`src/rtl/collision_scorer_if.sv`:
```
// Pixel-timing inputs and scoring/colour outputs of the collision scorer,
// bundled so the renderer side and the scorer side share one connection.
interface collision_scorer_if;
    logic [9:0] HCounter;
    logic [9:0] VCounter;
    logic       meteor_px;
    logic       switch;
    logic       start;
    logic [7:0] score;
    logic [1:0] lives;
    logic       game_over;
    logic       hit_pulse;
    logic       miss_pulse;
    logic [2:0] rgb;

    modport master (
        output HCounter, VCounter, meteor_px, switch, start,
        input  score, lives, game_over, hit_pulse, miss_pulse, rgb
    );

    modport slave (
        input  HCounter, VCounter, meteor_px, switch, start,
        output score, lives, game_over, hit_pulse, miss_pulse, rgb
    );
endinterface

```
`src/rtl/collision_scorer.sv`:
```
// Collision scorer: watches meteor pixels during a frame, and at frame end
// decides hit / miss / re-arm, tracks score and lives, and colours pixels.
module collision_scorer #(
    parameter int H_TOTAL     = 800,
    parameter int V_TOTAL     = 525,
    parameter int DEF_TOP     = 376,
    parameter int DEF_BOT     = 416,
    parameter int MISS_ROW    = 500,
    parameter int ARM_ROW     = 100,
    parameter int START_LIVES = 3
) (
    input logic               clk,
    input logic               reset,
    collision_scorer_if.slave bus
);
    localparam logic [9:0] H_VIS_LO = 10'd144;
    localparam logic [9:0] H_VIS_HI = 10'd784;
    localparam logic [9:0] V_VIS_LO = 10'd35;
    localparam logic [9:0] V_VIS_HI = 10'd515;

    typedef enum logic {PLAY, GAME_OVER} state_t;

    state_t     state, state_next;
    logic       armed;
    logic       hit_seen, low_seen, top_seen;
    logic [7:0] score;
    logic [1:0] lives;
    logic       commit, in_band, visible;
    logic       do_hit, do_miss, do_arm, do_restart;

    assign commit  = (bus.HCounter == 10'(H_TOTAL - 1)) && (bus.VCounter == 10'(V_TOTAL - 1));
    assign in_band = (bus.VCounter >= 10'(DEF_TOP)) && (bus.VCounter <= 10'(DEF_BOT));
    assign visible = (bus.HCounter >= H_VIS_LO) && (bus.HCounter < H_VIS_HI) &&
                     (bus.VCounter >= V_VIS_LO) && (bus.VCounter < V_VIS_HI);

    assign bus.score     = score;
    assign bus.lives     = lives;
    assign bus.game_over = (state == GAME_OVER);

    // Frame-end decision: hit wins over miss; re-arm only on a clean top-only frame.
    always_comb begin
        state_next = state;
        do_hit     = 1'b0;
        do_miss    = 1'b0;
        do_arm     = 1'b0;
        do_restart = 1'b0;
        case (state)
            PLAY: begin
                if (commit) begin
                    if (armed && hit_seen) begin
                        do_hit = 1'b1;
                    end else if (armed && low_seen) begin
                        do_miss = 1'b1;
                        if (lives <= 2'd1) state_next = GAME_OVER;
                    end else if (!armed && top_seen && !hit_seen && !low_seen) begin
                        do_arm = 1'b1;
                    end
                end
            end
            GAME_OVER: begin
                if (commit && bus.start) begin
                    do_restart = 1'b1;
                    state_next = PLAY;
                end
            end
            default: state_next = PLAY;
        endcase
    end

    // State register.
    always_ff @(posedge clk or posedge reset) begin
        if (reset) state <= PLAY;
        else       state <= state_next;
    end

    // Per-frame flags: accumulate in PLAY, cleared at every commit and while game over.
    always_ff @(posedge clk or posedge reset) begin
        if (reset) begin
            hit_seen <= 1'b0;
            low_seen <= 1'b0;
            top_seen <= 1'b0;
        end else if (commit || state != PLAY) begin
            hit_seen <= 1'b0;
            low_seen <= 1'b0;
            top_seen <= 1'b0;
        end else if (bus.meteor_px) begin
            if (in_band && bus.switch)             hit_seen <= 1'b1;
            if (bus.VCounter >= 10'(MISS_ROW))     low_seen <= 1'b1;
            if (bus.VCounter < 10'(ARM_ROW))       top_seen <= 1'b1;
        end
    end

    // Score, lives, arming and one-cycle event strobes.
    always_ff @(posedge clk or posedge reset) begin
        if (reset) begin
            score          <= 8'd0;
            lives          <= 2'(START_LIVES);
            armed          <= 1'b1;
            bus.hit_pulse  <= 1'b0;
            bus.miss_pulse <= 1'b0;
        end else begin
            bus.hit_pulse  <= do_hit;
            bus.miss_pulse <= do_miss;
            if (do_hit) begin
                if (score != 8'hFF) score <= score + 8'd1;
                armed <= 1'b0;
            end
            if (do_miss) begin
                if (lives != 2'd0) lives <= lives - 2'd1;
                armed <= 1'b0;
            end
            if (do_arm) armed <= 1'b1;
            if (do_restart) begin
                score <= 8'd0;
                lives <= 2'(START_LIVES);
                armed <= 1'b1;
            end
        end
    end

    // Pixel colour, one cycle behind the counters: meteor, game-over, defense band.
    always_ff @(posedge clk or posedge reset) begin
        if (reset)                    bus.rgb <= 3'b000;
        else if (!visible)            bus.rgb <= 3'b000;
        else if (bus.meteor_px)       bus.rgb <= 3'b111;
        else if (state == GAME_OVER)  bus.rgb <= 3'b100;
        else if (in_band && bus.switch) bus.rgb <= 3'b010;
        else                          bus.rgb <= 3'b000;
    end
endmodule

```
`src/flat_wrapper.sv`:
```
// flat-port wrapper written by rule: the top's interface ports become plain ports
module collision_scorer_flat 
#(
    parameter int H_TOTAL     = 800,
    parameter int V_TOTAL     = 525,
    parameter int DEF_TOP     = 376,
    parameter int DEF_BOT     = 416,
    parameter int MISS_ROW    = 500,
    parameter int ARM_ROW     = 100,
    parameter int START_LIVES = 3
)
  (clk, reset, bus_HCounter, bus_VCounter, bus_meteor_px, bus_switch, bus_start, bus_score, bus_lives, bus_game_over, bus_hit_pulse, bus_miss_pulse, bus_rgb);
  collision_scorer_if bus_i ();
  input logic clk;
  input logic reset;
  input wire logic [$bits(bus_i.HCounter)-1:0] bus_HCounter;
  input wire logic [$bits(bus_i.VCounter)-1:0] bus_VCounter;
  input wire logic [$bits(bus_i.meteor_px)-1:0] bus_meteor_px;
  input wire logic [$bits(bus_i.switch)-1:0] bus_switch;
  input wire logic [$bits(bus_i.start)-1:0] bus_start;
  output wire logic [$bits(bus_i.score)-1:0] bus_score;
  output wire logic [$bits(bus_i.lives)-1:0] bus_lives;
  output wire logic [$bits(bus_i.game_over)-1:0] bus_game_over;
  output wire logic [$bits(bus_i.hit_pulse)-1:0] bus_hit_pulse;
  output wire logic [$bits(bus_i.miss_pulse)-1:0] bus_miss_pulse;
  output wire logic [$bits(bus_i.rgb)-1:0] bus_rgb;
  assign bus_i.HCounter = bus_HCounter;
  assign bus_i.VCounter = bus_VCounter;
  assign bus_i.meteor_px = bus_meteor_px;
  assign bus_i.switch = bus_switch;
  assign bus_i.start = bus_start;
  assign bus_score = bus_i.score;
  assign bus_lives = bus_i.lives;
  assign bus_game_over = bus_i.game_over;
  assign bus_hit_pulse = bus_i.hit_pulse;
  assign bus_miss_pulse = bus_i.miss_pulse;
  assign bus_rgb = bus_i.rgb;
  collision_scorer #(.H_TOTAL(H_TOTAL), .V_TOTAL(V_TOTAL), .DEF_TOP(DEF_TOP), .DEF_BOT(DEF_BOT), .MISS_ROW(MISS_ROW), .ARM_ROW(ARM_ROW), .START_LIVES(START_LIVES)) u_core (.clk(clk), .reset(reset), .bus(bus_i));
endmodule
```
`config.mk`:
```
export PLATFORM = sky130hd
export DESIGN_NAME = collision_scorer_flat
export DESIGN_NICKNAME = d
export VERILOG_FILES = /design/src/rtl/collision_scorer_if.sv /design/src/rtl/collision_scorer.sv /design/src/flat_wrapper.sv
export SDC_FILE = /design/constraint.sdc
export NUM_CORES = 1
export LEC_CHECK = 0
export ABC_CLOCK_PERIOD_IN_PS = 2200
export CAP_MARGIN = 30
export CORE_MARGIN = 2
export CORE_UTILIZATION = 40
export CTS_BUF_LIST = sky130_fd_sc_hd__clkbuf_16
export CTS_CLUSTER_SIZE = 24
export DETAILED_ROUTE_END_ITERATION = 10
export GPL_TIMING_DRIVEN = 1
export PLACE_DENSITY = 0.72
export RECOVER_POWER = 50
export SYNTH_ARGS = -nofsm -noshare
export SYNTH_HDL_FRONTEND = slang
export SYNTH_SLANG_ARGS = --single-unit
```
`constraint.sdc`:
```
create_clock -name clk -period 2.2 [get_ports clk]
set_clock_uncertainty 0.1 [all_clocks]
set_input_delay 0.44 -clock clk [delete_from_list [all_inputs] [get_ports clk]]
set_output_delay 0.44 -clock clk [all_outputs]
set_load 0.1 [all_outputs]
```
==> results.md, run 1 <==
- Critical path class: input pin to flop
- First-pass GRT wire length: 4990 um
- CTS tree: yes
- Hold_buf cts: 0
- Startpoint types: input pin
- WP data required: between 2000 and 2500 ps
- Die Y: 58.9 um
- Crit-path cells: clkdlybuf4s50_1 > nor4bb_4 > nand4_1 > buf_4 > or3_4 > o21ai_1 > o21ai_1
- Layout cells sized above 1: between 20% and 30%
- Tot GR Track Use: 18.6%
- DR pass1 iterations: 7
- P&R area growth vs syn: 54.8%
- Syn Nets: 162
- Max cap viols: 0
- Prevailing post-synth register cell: dfrtp_1
- Mapped Area: approximately 0.0012 mm2
- Final core occ: 66.5%
- Starting Density: 43.0%
- Final Cycle Share: between 90 and 100%
- Synth warn: 0
- Final net count: about 220
- Endpoint class of the critical path: flop
- Pwr Density: between 400 and 500 mW/mm2
- H-tree levels: 1
- Vias in the first global route: 1193
- Boundary pin count: 41
- Filler cell count: 242
- Max-slew headroom: approximately 28%
- Number of CTS-inserted buffers: 3
- Total power draw: 893 uW
- Flop-to-flop setup slack: between 400 and 500 ps
- Synth unique cells: 44
- Routed Antenna Nets: 0
- Core ar.: 0.00281 mm2
- Endpoints failing setup: 0
- Peak Freq: ~470 MHz
- Cell row count: 19
- Status: complete, but fails checks
- Clock Sinks: 20
- Endpoints failing hold: 0
- Diode count: 0
- Clock Tree Buf Depth: 2
- Die area: 0.00347 mm2
- Mapped Cells: 134
- Clock slew at reported path FFs: 60 ps
- Vias/cell: slightly below 6
- Slew Viols, Final: 0
- Avg WL per Cell: ~15 um
- First-iteration detailed-routing DRC count: 63
- Largest fanout on the critical path: 6
- Die Wd: 58.9 um
- Sequential element share of the synthesized area: 41.8%
- Via count: 1348
- GP Congestion: roughly 0.80
- Bufs and invs on worst path: 2
- Number of flops mapped to enable cells by yosys: 0
- HPWL after detailed placement: between 2000 and 2500 um
- Grt ovf: 0
- Register bit count reported by yosys: 20
- Peak supply drop: ~0.00028 V
- WL final: 3330 um
- Synth async-reset ratio: 100%
- Failing checks: DRC
- Clk root buf: clkbuf_16
- Worst path slowest cell: clkdlybuf4s50_1
- Crit path max-delay family: simple AND/OR/NAND/NOR gates
- Worst slew pin tran: roughly 1100 ps
- Initial antenna violation count: 0
- Port Buf Inserts: 40
- CP Data Arrival Time: 2170 ps
- Most frequent CP cell: o21ai_1
- Final Critical Period: roughly 2100 ps
- Insertion delay to the later sink of the worst-skew pair: 250 ps
- Slowest stage delay, CP: 450 ps
- Min-delay worst type: flop to flop
- Largest net degree at the start of global routing: 21
- Post-Syn Area per Cell: 9.00 um2
- P_leak: 0.000782 uW
- Drt drc: 3
## worst register-to-register path, cell delays in order, from the launching register on
cell	delay [ps]
dfrtp_1	420
ha_1	270
a31oi_1	450
a41oi_1	200
o21ai_2	140
o31ai_1	80
## area by class of cell
cell class,count,area [um2],share of cell area [%]
clock buffer,3,75.1,4.02
clock inverter,1,3.75,0.201
inverter,4,15.0,0.804
multi-input combinational,108,706,37.8
sequential,20,504,27.0
tap,31,38.8,2.08
timing repair buffer,59,524,28.1
## final timing paths
path | from | end | cells past startpoint
worst max-delay path | bus_HCounter[1] | u_core.bus.score[0]$_DFFE_PP0P_ | 7
worst min-delay path | u_core.armed$_DFFE_PP1P_ | u_core.armed$_DFFE_PP1P_ | 2
worst max register to register | u_core.bus.score[0]$_DFFE_PP0P_ | u_core.bus.score[7]$_DFFE_PP0P_ | 5
worst min register to register | u_core.armed$_DFFE_PP1P_ | u_core.armed$_DFFE_PP1P_ | 2
max in group asynchronous | reset | u_core.bus.score[3]$_DFFE_PP0P_ | 3
min in group asynchronous | reset | u_core.bus.score[0]$_DFFE_PP0P_ | 3
## metal layers
layer	GRT usage, %	share of wire, %
met4	9.09	1.7
met1	22.3	42
met5	0	0
met2	33.5	50
met3	1.32	6.3
## state kept, by name, summed over array words and instances, names as in the netlist
name and count:
u_core.bus.lives 2, u_core.bus.hit_pulse 1, u_core.bus.game_over 1, u_core.bus.rgb 3, u_core.bus.score 8, u_core.hit_seen 1, u_core.bus.miss_pulse 1, u_core.low_seen 1
u_core.top_seen 1, u_core.armed 1
## per-stage QoR
stage	cells	setup TNS (ps)	hold WS (ps)	area (um2)	setup WS, ps
final	226	0	414	1870	57.8
after global routing	226	-98.9	431	1870	-28.8
after CTS	222	0	409	1820	87.7
after detailed placement	218	-2360	401	1740	-184
after global placement	218	-1880	397	1740	-154
after floorplan	134	0	302	1210	2.31
## cell usage after synthesis (2+ instances only)
cell      count  area share, %
dfrtp_1      17             35
o21ai_0       3            1.2
nor2_1       11            3.4
o21ai_1      11            4.6
nand4_1       3            1.6
and3_1        2            1.0
nand2_1      10            3.1
nor3_1        5            2.1
a21oi_1       9            3.7
o21a_1        2            1.2
ha_1          3            3.1
o31ai_1       4            2.5
a31oi_1       5            2.6
or3_1         3            1.6
nor4_1        3            1.6
nand3_1       5            2.1
a41oi_1       2            1.5
dfstp_2       3            6.5
nand3b_1      5            3.1
inv_1         4            1.2
## timing repair
action / 4_1_cts / 5_1_grt
setup buffers: 0 / 3
endpoints found under the setup margin: 0 / 7
gates resized for setup: 0 / 8
## layout by cell type (no fill, tap or decap), types with 5 or more instances in the layout
cell type / instances
nand3b_1: 5
nand3_1: 5
nor3_1: 5
clkdlybuf4s50_1: 21
o21ai_1: 11
nor2_1: 9
nand2_1: 10
buf_4: 24
dfrtp_1: 17
clkbuf_2: 7
a31oi_1: 5
a21oi_1: 9
## report_power, final
| part | switching [uW] | internal [uW] | total, uW |
|---|---|---|---|
| sequential | 8.80 | 378 | 386 |
| combinational | 65.0 | 68.7 | 134 |
| clock | 131 | 242 | 373 |
| total | 205 | 688 | 893 |
## cell families (layout without fill, tap and decap cells)
logic type	Yosys count	in the layout	synth area share [%]
compound gates	46	46	24.4
fa+ha+maj	3	3	3.11
flops	20	20	41.8
simple gates	58	59	27.9
buf+inv	7	67	2.80
Note: power is estimated with default switching activity, not from simulation.
==> run 2: changes to the inputs <==
Settings changed: REMOVE_ABC_BUFFERS set to 1.
==> run 2 against run 1 <==
Net effect: the flow still finishes with violations (DRC); final cell count is 1.3% higher; sequential power hardly changed; total power is 0.42% lower; largest cell class unchanged; combinational power is 3% higher; highest routed layer unchanged; routed wire length is 4.8% higher; die area stayed put; design area is 4.2% higher; non-clock buffer count is 3 higher; clock-buffer cell count stayed put.
==> results.md, run 2 (synthesized netlist as in run 1, its figures left out) <==
- Status: complete, but fails checks (unchanged)
- Failing checks: DRC (unchanged)
- Number of CTS-inserted buffers: 3 (unchanged)
- WP data required: 2220 ps (was 2230 ps)
- Worst slew pin tran: 1030 ps (was 1080 ps)
- Commonest non-fill, non-tap cells in the layout: buf_4 (26), clkdlybuf4s50_1 (17), dfrtp_1 (17) (was buf_4 (24), clkdlybuf4s50_1 (21), dfrtp_1 (17))
- Slew Viols, Final: 0 (unchanged)
- Layout cells sized above 1: 28.8% (was 25.1%)
- P&R area growth vs syn: 61.2% (was 54.8%)
- Largest reg by FF count: u_core.bus.score (unchanged)
- Avg WL per Cell: 15.2 um (was 14.7 um)
- Register share of total power: 43.3% (about the same)
- Pre-CTS WS: -244 ps (was -184 ps)
- P_sw: 199 uW (was 205 uW)
- DR pass1 iterations: 7 (unchanged)
- H-tree levels: 1 (unchanged)
- P_leak: 0.000843 uW (was 0.000782 uW)
- Worst r2r src: u_core.bus.score[3]$_DFFE_PP0P_ (was u_core.bus.score[0]$_DFFE_PP0P_)
- Critical path class: input pin to flop (unchanged)
- Final Critical Period: 2150 ps (was 2140 ps)
- Die Y: 58.9 um (unchanged)
- Vias/cell: 5.87 (was 5.96)
- Peak Freq: 465 MHz (was 467 MHz)
- Insertion delay to the later sink of the worst-skew pair: 250 ps (about the same)
- Internal: 690 uW (was 688 uW)
- Sw frac: 22.4% (was 23.0%)
- Drt drc: 4 (was 3)
- Max reg flops: 8 (unchanged)
- Startpoint types: input pin (unchanged)
- Total power draw: 889 uW (was 893 uW)
- Diode count: 0 (unchanged)
- Final net count: 227 (was 224)
- Cell row count: 19 (unchanged)
- Most common cell after layout, fill and taps aside: buf_4 (unchanged)
- Peak supply drop: 0.000272 V (was 0.000280 V)
- Grt ovf: 0 (unchanged)
- Combinational share of power: 15.5% (was 15.0%)
- Endpoints failing hold: 0 (unchanged)
- GP Congestion: 0.936 (was 0.797)
- Clock slew at reported path FFs: 50 ps (was 60 ps)
- Die area: 0.00347 mm2 (unchanged)
- First-iteration detailed-routing DRC count: 72 (was 63)
- Core ar.: 0.00281 mm2 (unchanged)
- Boundary pin count: 41 (unchanged)
- Largest fanout on the critical path: 6 (unchanged)
- Endpoints failing setup: 0 (unchanged)
- Via count: 1345 (was 1348)
- HPWL after detailed placement: 2590 um (was 2410 um)
- Initial antenna violation count: 0 (unchanged)
- Max-slew headroom: 31.6% (was 28.3%)
- Max cap viols: 0 (unchanged)
- Origin of the worst setup path: bus_HCounter[1] (unchanged)
- Starting Density: 43.0% (unchanged)
- Tot GR Track Use: 20.5% (was 18.6%)
- Vias in the first global route: 1310 (was 1193)
- Biggest regs: u_core.bus.score x8, u_core.bus.rgb x3, u_core.bus.lives x2 (unchanged)
- Clock share of power: 41.2% (was 41.8%)
- Min-delay worst type: flop to flop (unchanged)
- CTS tree: yes (unchanged)
- CP Data Arrival Time: 2170 ps (about the same)
- Clock Sinks: 20 (unchanged)
- Final WS setup: 49.1 ps (was 57.8 ps)
- Largest net degree at the start of global routing: 21 (unchanged)
- Endpoint class of the critical path: flop (unchanged)
- Pwr Density: 457 mW/mm2 (was 478 mW/mm2)
- WL final: 3480 um (was 3330 um)
- Final Cycle Share: 97.8% (was 97.4%)
- Port Buf Inserts: 40 (unchanged)
- Clock Tree Buf Depth: 2 (unchanged)
- Routed Antenna Nets: 0 (unchanged)
- First-pass GRT wire length: 5620 um (was 4990 um)
- Clk root buf: clkbuf_16 (unchanged)
- Hold path start: u_core.armed$_DFFE_PP1P_ (unchanged)
- Die Wd: 58.9 um (unchanged)
## run 2: cell types whose count changed in the layout (fill, tap and decap cells not counted), sizes merged
cell and change:
buf +3, clkdlybuf4s50 -4, dlymetal6s2s +4
## run 2: layout make-up
type / count / area, um2
fillers: 222 / 861
multi-input cells: 108 / 747
repair buffers: 62 / 561
flip-flops and latches: 20 / 504
clock buffers: 3 / 75.1
well taps: 31 / 38.8
inverters: 4 / 15.0
clock inverters: 1 / 3.75
## run 2: final timing paths
check | to | slack [ps] | cells past startpoint
max | u_core.bus.score[3]$_DFFE_PP0P_ | 50 | 6
min | u_core.armed$_DFFE_PP1P_ | 410 | 2
max reg2reg | u_core.bus.score[7]$_DFFE_PP0P_ | 210 | 5
min reg2reg | u_core.armed$_DFFE_PP1P_ | 410 | 2
max in group asynchronous | u_core.low_seen$_DFFE_PP0P_ | 530 | 3
min in group asynchronous | u_core.bus.score[1]$_DFFE_PP0P_ | 850 | 3
## run 2: stage by stage
step / instances / util (%) / setup TNS, ps / instance area, um2 / hold slack (ps)
after floorplan: 131 / - / 0 / 1190 / 302
after global placement: 221 / 63.0 / -2370 / 1770 / 392
after detailed placement: 221 / 63.0 / -3580 / 1770 / 406
after CTS: 225 / 65.8 / 0 / 1850 / 413
after global routing: 229 / 69.3 / -14.3 / 1940 / 437
final: 229 / 69.3 / 0 / 1940 / 414
## run 2: power by group through the flow
stage | sequential (uW) | combinational (uW) | clock (uW)
global route | 387 | 149 | 389
global placement | 391 | 135 | 0
floorplan | 413 | 27.6 | 0
finish | 385 | 138 | 366
detailed placement | 391 | 136 | 0
CTS | 385 | 136 | 370
## run 2: metal layers
| metal | track usage (%) | wire (um) | vias up |
|---|---|---|---|
| met3 | 2.42 | 100 | 4 |
| met5 | 0 | 0 | - |
| met1 | 25.4 | 1490 | 665 |
| met2 | 37.0 | 1830 | 33 |
| li1 | - | - | 643 |
| met4 | 6.17 | 57 | 0 |
## run 2: worst max-delay path, cell delays in order
cell and delay (ps):
clkdlybuf4s50_1 470, nor4bb_4 270, nand4_1 250, or3_4 470, o21ai_2 180, o31ai_2 80
## run 2: timing repair
action,CTS,global route
gates resized for setup,0,21
hold buffers,0,0
endpoints found under the setup margin,0,16
buffers inserted,0,3
